$ cat config.mk
export PLATFORM = sky130hd
export DESIGN_NAME = setup_sweep
export DESIGN_NICKNAME = d
export VERILOG_FILES = /design/src/rtl/setup_sweep.sv
export SDC_FILE = /design/constraint.sdc
export NUM_CORES = 1
export LEC_CHECK = 0
export ABC_AREA = 1
export BUFFER_PORTS_ARGS = -buffer_cell sky130_fd_sc_hd__buf_2
export CAP_MARGIN = 20
export CORE_UTILIZATION = 50
export DETAILED_ROUTE_END_ITERATION = 7
export PLACE_DENSITY = 0.71
export SYNTH_ARGS = -nofsm -noshare
export SYNTH_HDL_FRONTEND = slang
export SYNTH_SLANG_ARGS = --single-unit
$ cat constraint.sdc
create_clock -name clk -period 3.95 [get_ports clk]
set_clock_uncertainty 0.05 [all_clocks]
set_input_delay 0.79 -clock clk [delete_from_list [all_inputs] [get_ports clk]]
set_output_delay 0.79 -clock clk [all_outputs]
set_load 0.005 [all_outputs]
$ cat src/rtl/setup_sweep.sv
// setup_sweep: steps the setup reference code down from full scale until the
// synchronized comparator trips, then freezes the code and flags completion.
module setup_sweep #(
  parameter int WIDTH         = 10,
  parameter int STEP          = 1,
  parameter int SETTLE_CYCLES = 4
) (
  input  logic             clk,
  input  logic             rst_n,
  input  logic             start,
  input  logic             abort,
  input  logic             i_cmp,
  output logic [WIDTH-1:0] i_ref_setup,
  output logic             completed,
  output logic             busy,
  output logic             fail
);

  localparam logic [2:0] ST_IDLE   = 3'd0;
  localparam logic [2:0] ST_SETTLE = 3'd1;
  localparam logic [2:0] ST_SAMPLE = 3'd2;
  localparam logic [2:0] ST_DONE   = 3'd3;
  localparam logic [2:0] ST_FAIL   = 3'd4;

  localparam int CNT_W = (SETTLE_CYCLES > 1) ? $clog2(SETTLE_CYCLES) : 1;

  localparam logic [WIDTH-1:0] CODE_FULL = {WIDTH{1'b1}};
  localparam logic [WIDTH-1:0] CODE_ZERO = {WIDTH{1'b0}};
  localparam logic [WIDTH-1:0] CODE_STEP = WIDTH'(STEP);
  localparam logic [CNT_W-1:0] CNT_ZERO  = {CNT_W{1'b0}};
  localparam logic [CNT_W-1:0] CNT_ONE   = CNT_W'(1);
  localparam logic [CNT_W-1:0] CNT_LAST  = CNT_W'(SETTLE_CYCLES - 1);

  logic [2:0]       state_r, state_s;
  logic [CNT_W-1:0] cnt_r, cnt_s;
  logic [WIDTH-1:0] code_r, code_s;
  logic             completed_r, completed_s;
  logic             busy_r, busy_s;
  logic             fail_r, fail_s;
  logic             cmp_meta_r, cmp_sync_r;
  logic             cmp_s;

  assign cmp_s       = cmp_sync_r;
  assign i_ref_setup = code_r;
  assign completed   = completed_r;
  assign busy        = busy_r;
  assign fail        = fail_r;

  // Next-state and next-output logic for the sweep sequencer
  always_comb begin
    state_s     = state_r;
    cnt_s       = cnt_r;
    code_s      = code_r;
    completed_s = completed_r;
    busy_s      = busy_r;
    fail_s      = fail_r;
    if (abort) begin
      state_s     = ST_IDLE;
      cnt_s       = CNT_ZERO;
      code_s      = CODE_FULL;
      completed_s = 1'b0;
      busy_s      = 1'b0;
      fail_s      = 1'b0;
    end else begin
      case (state_r)
        ST_IDLE, ST_DONE, ST_FAIL: begin
          if (start) begin
            state_s     = ST_SETTLE;
            cnt_s       = CNT_ZERO;
            code_s      = CODE_FULL;
            completed_s = 1'b0;
            busy_s      = 1'b1;
            fail_s      = 1'b0;
          end else begin
            state_s = state_r;
          end
        end
        ST_SETTLE: begin
          if (cnt_r == CNT_LAST) begin
            cnt_s   = CNT_ZERO;
            state_s = ST_SAMPLE;
          end else begin
            cnt_s = cnt_r + CNT_ONE;
          end
        end
        ST_SAMPLE: begin
          // A trip at code 0 still counts as success
          if (cmp_s) begin
            state_s     = ST_DONE;
            completed_s = 1'b1;
            busy_s      = 1'b0;
          end else if (code_r == CODE_ZERO) begin
            state_s = ST_FAIL;
            fail_s  = 1'b1;
            busy_s  = 1'b0;
          end else begin
            code_s  = (code_r > CODE_STEP) ? (code_r - CODE_STEP) : CODE_ZERO;
            state_s = ST_SETTLE;
          end
        end
        default: begin
          state_s     = ST_IDLE;
          cnt_s       = CNT_ZERO;
          code_s      = CODE_FULL;
          completed_s = 1'b0;
          busy_s      = 1'b0;
          fail_s      = 1'b0;
        end
      endcase
    end
  end

  // State, output and comparator synchronizer registers
  always_ff @(posedge clk or negedge rst_n) begin
    if (!rst_n) begin
      state_r     <= ST_IDLE;
      cnt_r       <= CNT_ZERO;
      code_r      <= CODE_FULL;
      completed_r <= 1'b0;
      busy_r      <= 1'b0;
      fail_r      <= 1'b0;
      cmp_meta_r  <= 1'b0;
      cmp_sync_r  <= 1'b0;
    end else begin
      state_r     <= state_s;
      cnt_r       <= cnt_s;
      code_r      <= code_s;
      completed_r <= completed_s;
      busy_r      <= busy_s;
      fail_r      <= fail_s;
      cmp_meta_r  <= i_cmp;
      cmp_sync_r  <= cmp_meta_r;
    end
  end

endmodule

* Yosys cells after proc, flatten, opt, wreduce, memory -nomap -nowiden
Cells that the tools add are included.
Operators by class: reduce and logical (&&, ||, !) cells 9, mux-type cells 29, order comparisons 1, eq/ne operators 14, $add $sub $neg 2
Operator list (count):
- 10-bit two-way mux | 5
- 10-bit one-hot mux with 3 select lines | 1
- 3-bit != test (second input constant) | 6
- 3-bit two-way mux | 5
- 10-bit by 1-bit > comparator with 1-bit output (second input constant) | 1
- 10-bit logical NOT | 1
- 1-bit two-way mux | 10
- 10-bit by 1-bit subtractor with 10-bit output (second input constant) | 1
- 1-bit one-hot mux with 3 select lines | 3
- 3-bit one-hot mux with 3 select lines | 1
- 4-bit AND reduction | 2
- 3-bit by 2-bit equality test with 1-bit output (second input constant) | 2
- 2-bit two-way mux | 3
- 2-bit one-hot mux with 3 select lines | 1
- 3-bit AND reduction | 2
- 2-bit != test (second input constant) | 2
- 4-bit != test (second input constant) | 1
- 2-bit AND reduction | 2
- 3-bit by 1-bit equality test with 1-bit output (second input constant) | 1
- 3-bit equality test (second input constant) | 1
- 3-bit logical NOT | 1
- 3-bit OR reduction | 1
- 2-bit by 1-bit adder with 2-bit output (second input constant) | 1
- 2-bit equality test (second input constant) | 1
Word-level totals: logic and storage cells 63, output and inout port bits 13, register bits 20

* Longest topological paths before layout
Gate-level depths: netlist of the first run.
depth after elaboration 6, gate-level depth with buffers 10

* Worst setup path before layout of the first run
Ideal clock, no wire load.
kind input-to-reg, start input port abort, end register state_r[1], setup slack 2.248 ns, arrival 1.529 ns, required time 3.777 ns, cell stages on the path 7, path buffers 0, cells stage by stage inv_2 nand2_1 nor2_2 nand2_1 and2_4 nor2_1 a21oi_1
Between the ends: word-level cells in the longest chain between the ends 2
Ends and longest elaborated chain:
- start, declared | line 11 | input logic abort,
- 3-bit != test (no source line)
- 2-bit AND reduction (no source line)
- end signal, assigned | line 125 | state_r <= state_s;
- end, declared | line 34 | logic [2:0] state_r, state_s;
Parallel ways exist; a longest one is shown, timed or not. A chain may end at the register's enable or synchronous reset.

* Worst setup path in the final report of the first run
start register code_r[4], in the netlist i_ref_setup[4], end output port i_ref_setup[4]
RTL lines:
- start, declared | line 36 | logic [WIDTH-1:0] code_r, code_s;
- start signal, assigned | line 127 | code_r <= code_s;
- end, declared | line 13 | output logic [WIDTH-1:0] i_ref_setup,
No word-level cell between the ends.

==> results of run 1 <==
-- cell usage in the layout (no fill, tap or decap), drive strengths merged --
cell type,n
xor2,1
clkbuf,3
nand4,2
dfrtp,10
inv,28
clkinv,1
and2,1
dfstp,10
buf,17
nor2,28
a21oi,7
nand3,16
xnor2,1
nand2,55
ha,3
o21ai,11
-- per-layer routing --
layer / track usage (%) / part of all wire (%)
met5: 0 / 0
met4: 11.0 / 1.8
met3: 2.90 / 3.8
met2: 38.4 / 45
met1: 31.3 / 49
-- worst max-delay path by stage --
stage	slack [ps]	depth (start not counted)	from	end
after floorplan	2250	7	abort	state_r[1]
after global placement	1950	9	abort	i_ref_setup[5]
after detailed placement	1920	9	abort	i_ref_setup[6]
after CTS	2040	9	i_ref_setup[0]	i_ref_setup[6]
after global routing	1920	9	i_ref_setup[0]	i_ref_setup[5]
final	2060	1	i_ref_setup[4]	i_ref_setup[4]
-- cells by family after synthesis --
| family | Yosys count |
|---|---|
| XOR/XNOR | 2 |
| buffers and inverters | 29 |
| flip-flops | 20 |
| AO/OA/AOI/OAI | 18 |
| adder cells (fa/ha/maj) | 3 |
| AND/OR/NAND/NOR | 102 |
-- registers in the layout (all words and copies together) (netlist names) --
register / cells
fail: 1
completed: 1
cnt_r: 2
state_r: 3
i_ref_setup: 10
cmp_s: 1
busy: 1
cmp_meta_r: 1
-- final cells by class --
| cell class | count | area [µm²] | area share [%] |
|---|---|---|---|
| Timing Repair Buffer | 17 | 85.1 | 6.02 |
| Inverter | 28 | 105 | 7.43 |
| Clock inverter | 1 | 3.75 | 0.265 |
| Sequential cell | 20 | 513 | 36.3 |
| Multi-Input combinational cell | 125 | 649 | 45.9 |
| Clock buffer | 3 | 22.5 | 1.59 |
| Tap cell | 28 | 35.0 | 2.48 |
-- power groups by stage --
stage / Sequential (mW) / Clock, mW / Combinational, mW
global route: 0.324 / 0.113 / 0.305
detailed placement: 0.319 / 0 / 0.266
floorplan: 0.313 / 0 / 0.199
global placement: 0.316 / 0 / 0.258
CTS: 0.316 / 0.107 / 0.267
finish: 0.317 / 0.103 / 0.262
==> flow_metrics.env, run 1 <==
export IMPL_p_leak_nw=0.781
export IMPL_synthArstFlopShare_pct=100
export IMPL_critPathLaunchType="register"
export IMPL_syn_inst=174
export IMPL_slew_violations=0
export IMPL_p_switching_mw=0.281
export IMPL_post_cts_buffers=0
export IMPL_holdPathEnd="cmp_s"
export IMPL_critPathArrivalTime_ps=1050
export IMPL_nets=203
export IMPL_p_comb_share_pct=38.4
export IMPL_synth_common_cells="nand2_1, inv_1, nor2_1"
export IMPL_grt_overflow=0
export IMPL_postRouteAntennaNets=0
export IMPL_rsz0062_at_grt="false"
export IMPL_hold_path_class="reg -> reg"
export IMPL_p_per_area_nw_per_um2=482
export IMPL_slowest_stage="dfstp_2"
export IMPL_yosys_mux_area_fraction_pct=0
export IMPL_setup_viol=0
export IMPL_cap_violations=0
export IMPL_fp_dieW_um=52.6
export IMPL_max_slew_margin_pct=70.1
export IMPL_io_buffer_count=17
export IMPL_synth_main_ff_cell="dfstp_2"
export IMPL_finalCritPeriodShare_pct=47.8
export IMPL_status="completed"
export IMPL_clockPowerShare_pct=15.2
export IMPL_dp_cells=218
export IMPL_clock_sinks=20
export IMPL_max_stage_delay_ps=610
export IMPL_min_from="cmp_meta_r"
export IMPL_synth_seq_cells=20
export IMPL_cts_root_buf="clkbuf_4"
export IMPL_cts_tree="done"
export IMPL_num_vias=1127
export IMPL_p_int_mw=0.401
export IMPL_hpwl_um=2040
export IMPL_tightestPinTransition_ps=448
export IMPL_antenna_found_initial=0
export IMPL_synth_edff_count=0
export IMPL_critPathKind="reg -> out"
export IMPL_grt_max_degree=21
export IMPL_yosys_area_share_adder_pct=2.94
export IMPL_ctsHoldBuffers=0
export IMPL_drcViolationCount=0
export IMPL_holdWs_ps=316
export IMPL_synthXorXnorAreaFrac_pct=1.37
export IMPL_grt_pass1_wl_um=4750
export IMPL_syn_cell_area_um2=1280
export IMPL_p_sw_share_pct=41.2
export IMPL_antenna_cells=0
export IMPL_ys_types=23
export IMPL_worst_slack_ps=2060
export IMPL_finalNonFillerCells=222
export IMPL_synth_top_cell_by_area="dfstp_2"
export IMPL_crit_chain="buf_2"
export IMPL_fin_area_um2=1410
export IMPL_wl_per_cell_um=11.9
export IMPL_yosysMostFrequentCell="nand2_1"
export IMPL_clk_insertion_delay_late_ps=310
export IMPL_gr_usage_all_layers_pct=23.7
export IMPL_rr_startpoint="i_ref_setup[0]"
export IMPL_rows=17
export IMPL_numCtsBuffers=3
export IMPL_seq_area_frac_synth_pct=40.1
export IMPL_yosys_top_cells_area="dfstp_2, dfrtp_1, nand2_1"
export IMPL_place_gp_congestion=0.866
export IMPL_synth_top_family_by_area="simple AND/OR/NAND/NOR gates"
export IMPL_critPathMaxFanout=5
export IMPL_drt_pre_antenna_iters=4
export IMPL_io_pins=18
export IMPL_drive_above_1_share_pct=24.2
export IMPL_wirelength_um=2640
export IMPL_hold_viol_final=0
export IMPL_ctsResizeCount=0
export IMPL_setup_tns_ps=0
export IMPL_place_ws_ps=1920
export IMPL_drt_iter0_drc=20
export IMPL_synth_top_cell_area_share_pct=20.5
export IMPL_fmax_mhz=530
export IMPL_avgViaCountPerCell=5.08
export IMPL_cp_end_kind="primary output"
export IMPL_power_total_mw=0.682
export IMPL_die_area_um2=2760
export IMPL_area_growth_pct=10.6
export IMPL_fin_crit_ps=1890
export IMPL_grt_pass1_vias=1082
export IMPL_fillCellCount=223
export IMPL_crit_buf_inv=1
export IMPL_cts_buffer_depth=2
export IMPL_regToRegSetupSlack_ps=2070
export IMPL_p_seq_share_pct=46.5
export IMPL_holdPathStages=0
export IMPL_core_um2=2320
export IMPL_critical_path_top_delay_family="flip-flops"
export IMPL_fin_util_pct=61.0
export IMPL_r2r_end="i_ref_setup[6]"
export IMPL_place_area_um2=1390
export IMPL_r2r_cells=9
export IMPL_avgSynthCellArea_um2=7.35
export IMPL_vdd_drop_max_uv=338
export IMPL_cp_required_ps=3110
export IMPL_synth_nets=182
export IMPL_start_util_pct=55.2
export IMPL_die_h_um=52.6
export IMPL_synth_compound_area_share_pct=7.63
export IMPL_clk_pin_slew_worst_paths_ps=120
export IMPL_yosys_warnings=0
export IMPL_synth_simple_gate_area_share_pct=38.8
export IMPL_htree_num_levels=1
Note: power is estimated with default switching activity, not from simulation.
==> run 2, diff against run 1 <==
--- a/config.mk
+++ b/config.mk
@@ -5,12 +5,12 @@
 export SDC_FILE = /design/constraint.sdc
 export NUM_CORES = 1
 export LEC_CHECK = 0
-export ABC_AREA = 1
+export ABC_AREA = 0
 export BUFFER_PORTS_ARGS = -buffer_cell sky130_fd_sc_hd__buf_2
 export CAP_MARGIN = 20
 export CORE_UTILIZATION = 50
 export DETAILED_ROUTE_END_ITERATION = 7
-export PLACE_DENSITY = 0.71
+export PLACE_DENSITY = 0.74
 export SYNTH_ARGS = -nofsm -noshare
 export SYNTH_HDL_FRONTEND = slang
 export SYNTH_SLANG_ARGS = --single-unit
==> constraint.sdc (replaced) <==
create_clock -name clk -period 1.6 [get_ports clk]
set_clock_uncertainty 0.05 [all_clocks]
set_input_delay 0.32 -clock clk [delete_from_list [all_inputs] [get_ports clk]]
set_output_delay 0.32 -clock clk [all_outputs]
set_load 0.005 [all_outputs]
==> flow_metrics.env, run 2 <==
export IMPL_num_vias=1418
export IMPL_hold_viol_final=0
export IMPL_rows=17
export IMPL_tightestPinTransition_ps=456
export IMPL_max_slew_margin_pct=69.6
export IMPL_fp_dieW_um=52.3
export IMPL_most_common_layout_cells="buf_4, buf_2, buf_6"
export IMPL_clk_insertion_delay_late_ps=330
export IMPL_drive_above_1_share_pct=63.1
export IMPL_grt_pass1_wl_um=5730
export IMPL_hpwl_um=2370
export IMPL_synth_nets=145
export IMPL_io_buffer_count=17
export IMPL_critPathKind="reg -> reg"
export IMPL_hold_path_class="in -> reg"
export IMPL_synth_top_cell_by_area="dfstp_2"
export IMPL_fin_crit_ps=1860
export IMPL_critPathMaxFanout=7
export IMPL_antenna_cells=0
export IMPL_met3_usage_pct=5.22
export IMPL_p_int_mw=0.920
export IMPL_p_leak_nw=0.908
export IMPL_cts_buffer_depth=2
export IMPL_holdWs_ps=43.6
export IMPL_slew_violations=0
export IMPL_largest_reg_flops=10
export IMPL_clock_sinks=20
export IMPL_slowest_stage="dfstp_2"
export IMPL_synth_top_cell_area_share_pct=20.8
export IMPL_setup_tns_ps=-3390
export IMPL_avgViaCountPerCell=6.27
export IMPL_synth_main_ff_cell="dfstp_2"
export IMPL_io_pins=18
export IMPL_htree_num_levels=1
export IMPL_synth_seq_cells=20
export IMPL_clockPowerShare_pct=23.1
export IMPL_layout_commonest_cell="buf_4"
export IMPL_place_area_um2=1610
export IMPL_synth_edff_count=0
export IMPL_syn_cell_area_um2=1270
export IMPL_rsz0062_at_grt="true"
export IMPL_p_seq_share_pct=40.6
export IMPL_postRouteAntennaNets=0
export IMPL_cts_root_buf="clkbuf_4"
export IMPL_finalCritPeriodShare_pct=116
export IMPL_cp_required_ps=1820
export IMPL_setup_viol=18
export IMPL_p_sw_share_pct=33.0
export IMPL_yosys_top_cells_area="dfstp_2, dfrtp_1, a21oi_1"
export IMPL_ys_types=41
export IMPL_yosysMostFrequentCell="a21oi_1"
export IMPL_fmax_mhz=539
export IMPL_violations="setup timing"
export IMPL_seq_area_frac_synth_pct=40.5
export IMPL_p_comb_share_pct=36.2
export IMPL_cts_tree="done"
export IMPL_wirelength_um=4740
export IMPL_place_ws_ps=-236
export IMPL_crit_chain="inv_2 -> ha_4 -> or3b_4 -> nand4b_4 -> buf_12 -> o21ai_4 -> buf_6 -> a211oi_2"
export IMPL_avgSynthCellArea_um2=9.24
export IMPL_min_from="i_cmp"
export IMPL_gr_usage_all_layers_pct=28.9
export IMPL_critPathLaunchType="register"
export IMPL_max_stage_delay_ps=390
export IMPL_drcViolationCount=0
export IMPL_vdd_drop_max_uv=655
export IMPL_syn_inst=137
export IMPL_start_util_pct=55.1
export IMPL_met1_usage_pct=37.3
export IMPL_yosys_warnings=0
export IMPL_drt_pre_antenna_iters=4
export IMPL_p_switching_mw=0.453
export IMPL_synthArstFlopShare_pct=100
export IMPL_use_met2_pct=47.3
export IMPL_drt_iter0_drc=69
export IMPL_cp_end_kind="register"
export IMPL_fillCellCount=104
export IMPL_cap_violations=0
export IMPL_clk_pin_slew_worst_paths_ps=120
export IMPL_status="complete, but fails checks"
export IMPL_grt_pass1_vias=1268
export IMPL_place_gp_congestion=0.912
export IMPL_grt_max_degree=21
export IMPL_grt_busiest_layer="met2"
export IMPL_die_area_um2=2740
export IMPL_worst_slack_ps=-255
export IMPL_p_per_area_nw_per_um2=675
export IMPL_core_um2=2300
export IMPL_area_growth_pct=60.6
export IMPL_fin_area_um2=2030
export IMPL_worstSetupStartpoint="i_ref_setup[0]"
export IMPL_nets=207
export IMPL_wl_per_cell_um=21.0
export IMPL_rr_startpoint="i_ref_setup[0]"
export IMPL_grt_overflow=0
export IMPL_die_h_um=52.3
export IMPL_antenna_found_initial=0
export IMPL_numCtsBuffers=3
export IMPL_critPathArrivalTime_ps=2070
export IMPL_synth_common_cells="a21oi_1, inv_1, nor3_1"
## run 2: cell types whose count changed after synthesis, sizes merged, moves of 6 or more
cell,previous run,this run
a211oi,0,6
inv,28,12
nand3,16,0
nand2,55,9
nor2,28,10
nor3,0,13
a21oi,7,19
## run 2: stage by stage
stage	total power, mW	util, %	cells
2_1_floorplan	0.727	-	137
3_3_place_gp	0.861	70.1	210
3_5_place_dp	0.877	70.1	210
4_1_cts	1.23	76.9	218
5_1_grt	1.44	88.5	226
6_report	1.37	88.5	226
## run 2: power groups by stage
stage	Combinational [mW]	Sequential [mW]	Clock [mW]
3_3_place_gp	0.298	0.563	0
2_1_floorplan	0.164	0.563	0
3_5_place_dp	0.312	0.565	0
5_1_grt	0.523	0.562	0.350
6_report	0.497	0.558	0.318
4_1_cts	0.367	0.557	0.310
## run 2: path summary, 6_finish.rpt
kind / slack, ps / to / cells after the start
worst max-delay path: -260 / i_ref_setup[9] / 8
worst min-delay path: 40 / cmp_meta_r / 1
worst max register to register: -260 / i_ref_setup[9] / 8
worst min register to register: 320 / cmp_s / 0
max in group asynchronous: 740 / i_ref_setup[2] / 2
min in group asynchronous: 410 / cnt_r[0] / 2
## run 2: final cells by class
| class | instances | area, µm² | area share [%] |
|---|---|---|---|
| Inverter | 12 | 45.0 | 2.22 |
| Timing Repair Buffer | 61 | 472 | 23.2 |
| Clock buffer | 4 | 36.3 | 1.78 |
| Tap cell | 28 | 35.0 | 1.72 |
| Multi-Input combinational cell | 101 | 932 | 45.8 |
| Sequential cell | 20 | 513 | 25.2 |
## run 2: cell families (layout without fill, tap and decap cells)
kind of cell	Yosys count	after routing	synth area share [%]
compound gates	46	46	24.0
xor+xnor	1	1	0.692
fa+ha+maj	3	3	2.96
buf+inv	18	77	7.31
flops	20	20	40.5
simple gates	49	51	24.5
## run 2: timing repair
action / CTS / global route
endpoints found under the hold margin: 10 / 0
endpoints found under the setup margin: 18 / 19
setup buffers: 2 / 7
cloned: 1 / 1
pin swaps: 2 / 18
gates resized for setup: 20 / 40
hold buffers: 1 / 0
## run 2: routing by layer
| layer | part of all wire [%] | routed length [µm] |
|---|---|---|
| met1 | 42 | 1970 |
| met3 | 6.5 | 309 |
| met2 | 49 | 2340 |
| met5 | 0 | 0 |
| met4 | 2.6 | 121 |
## run 2: critical path: cells and delay by family, from the launching register on
kind                     cells  cell delay (ps)
AND/OR/NAND/NOR              2              570
flip-flops                   1              390
AO/OA/AOI/OAI                2              240
adder cells (fa/ha/maj)      1              140
buffers and inverters        3              410
==> run 3, diff against run 2 <==
--- a/config.mk
+++ b/config.mk
@@ -7,10 +7,11 @@
 export LEC_CHECK = 0
 export ABC_AREA = 0
 export BUFFER_PORTS_ARGS = -buffer_cell sky130_fd_sc_hd__buf_2
-export CAP_MARGIN = 20
+export CORE_MARGIN = 2
 export CORE_UTILIZATION = 50
 export DETAILED_ROUTE_END_ITERATION = 7
 export PLACE_DENSITY = 0.74
+export SLEW_MARGIN = 20
 export SYNTH_ARGS = -nofsm -noshare
 export SYNTH_HDL_FRONTEND = slang
 export SYNTH_SLANG_ARGS = --single-unit
==> flow_metrics.env, run 3 (same netlist as run 2, synthesis figures left out) <==
export IMPL_die_h_um=54.3
export IMPL_p_leak_nw=0.860
export IMPL_nets=208
export IMPL_critPathMaxFanout=8
export IMPL_cp_required_ps=1800
export IMPL_setup_viol=15
export IMPL_htree_num_levels=1
export IMPL_holdWs_ps=52.5
export IMPL_drive_above_1_share_pct=60.3
export IMPL_most_common_layout_cells="buf_4, buf_2, inv_1, dfstp_2"
export IMPL_max_slew_margin_pct=67.6
export IMPL_slew_violations=0
export IMPL_avgViaCountPerCell=5.84
export IMPL_postRouteAntennaNets=0
export IMPL_numCtsBuffers=3
export IMPL_rsz0062_at_grt="true"
export IMPL_fp_dieW_um=54.3
export IMPL_place_area_um2=1630
export IMPL_core_um2=2430
export IMPL_start_util_pct=52.1
export IMPL_drcViolationCount=0
export IMPL_num_vias=1337
export IMPL_drt_iter0_drc=36
export IMPL_p_per_area_nw_per_um2=641
export IMPL_fillCellCount=154
export IMPL_worstSetupStartpoint="i_ref_setup[1]"
export IMPL_area_growth_pct=51.9
export IMPL_worst_slack_ps=-268
export IMPL_multi_input_area_um2=840
export IMPL_seqCellArea_um2=515
export IMPL_wirelength_um=3980
export IMPL_violations="setup timing"
export IMPL_clock_sinks=20
export IMPL_critPathLaunchType="register"
export IMPL_cp_end_kind="register"
export IMPL_io_buffer_count=17
export IMPL_min_from="i_cmp"
export IMPL_tightestPinTransition_ps=485
export IMPL_hold_viol_final=0
export IMPL_fmax_mhz=535
export IMPL_fin_area_um2=1920
export IMPL_gr_usage_all_layers_pct=26.4
export IMPL_largest_reg_flops=10
export IMPL_drt_pre_antenna_iters=5
export IMPL_die_area_um2=2950
export IMPL_setup_tns_ps=-3130
export IMPL_grt_pass1_wl_um=5380
export IMPL_cap_violations=0
export IMPL_cts_root_buf="clkbuf_4"
export IMPL_rows=18
export IMPL_hpwl_um=2390
export IMPL_fin_crit_ps=1870
export IMPL_hold_path_class="in -> reg"
export IMPL_grt_pass1_vias=1220
export IMPL_grt_overflow=0
export IMPL_status="complete, but fails checks"
export IMPL_rr_startpoint="i_ref_setup[1]"
export IMPL_vdd_drop_max_uv=788
export IMPL_layout_commonest_cell="buf_4"
export IMPL_clk_pin_slew_worst_paths_ps=120
export IMPL_finalCritPeriodShare_pct=117
export IMPL_critPathArrivalTime_ps=2070
export IMPL_antenna_cells=0
export IMPL_fin_util_pct=79.1
export IMPL_wl_per_cell_um=17.4
export IMPL_cts_buffer_depth=2
export IMPL_grt_max_degree=21
export IMPL_power_total_mw=1.23
export IMPL_critPathKind="reg -> reg"
export IMPL_dp_cells=214
export IMPL_clk_insertion_delay_late_ps=320
export IMPL_finalNonFillerCells=229
export IMPL_antenna_found_initial=0
export IMPL_place_gp_congestion=0.773
export IMPL_cts_tree="done"
export IMPL_io_pins=18
export IMPL_place_ws_ps=-298
[run 3: cell types whose count changed in the layout (fill, tap and decap cells not counted), moves of 2 or more]
cell / before / now
a211oi_1: 0 / 2
nor3_1: 7 / 9
buf_4: 31 / 38
buf_6: 11 / 7
nor2_4: 2 / 0
nor2_1: 6 / 8
dfrtp_2: 0 / 2
a211oi_2: 6 / 4
dfrtp_1: 10 / 8
[run 3: area by class of cell]
cell class                 count  area share [%]
timing repair buffer          63            23.9
clock buffer                   4            1.37
multi-input combinational    100            43.7
tap                           30            1.95
sequential                    20            26.8
inverter                      12            2.34
[run 3: repair_timing]
action                     CTS  global route
hold endpoints to repair    10             0
setup endpoints to repair   17            18
gates cloned                 1             0
pin swaps                    4             9
setup buffers                3             7
resized for setup           10            33
hold buffers                 1             0
[run 3: final timing paths]
path | end | slack [ps] | depth (start not counted)
worst max-delay path | busy | -270 | 7
worst min-delay path | cmp_meta_r | 50 | 1
worst max register to register | busy | -270 | 7
worst min register to register | cmp_s | 310 | 0
max in group asynchronous | state_r[1] | 710 | 2
min in group asynchronous | state_r[2] | 430 | 2
[run 3: power by group]
| group | internal [mW] | switching, mW |
|---|---|---|
| sequential | 0.537 | 0.0322 |
| combinational | 0.202 | 0.199 |
| clock | 0.0978 | 0.164 |
| total | 0.837 | 0.395 |
[run 3: metal layers]
metal | GRT usage, % | vias to the layer above | share of wire, %
met2 | 44.0 | 32 | 53
met5 | 0 | - | 0
met3 | 5.19 | 9 | 3.7
met4 | 16.3 | 0 | 2.3
met1 | 31.0 | 674 | 40
li1 | - | 622 | -
[run 3: critical path, cell delays in order (launching register included)]
cell and delay, ps:
dfstp_2 390, inv_2 70, ha_4 130, or3b_4 370, nand4b_4 290, nand2_4 230
a31oi_4 110, a31oi_1 150
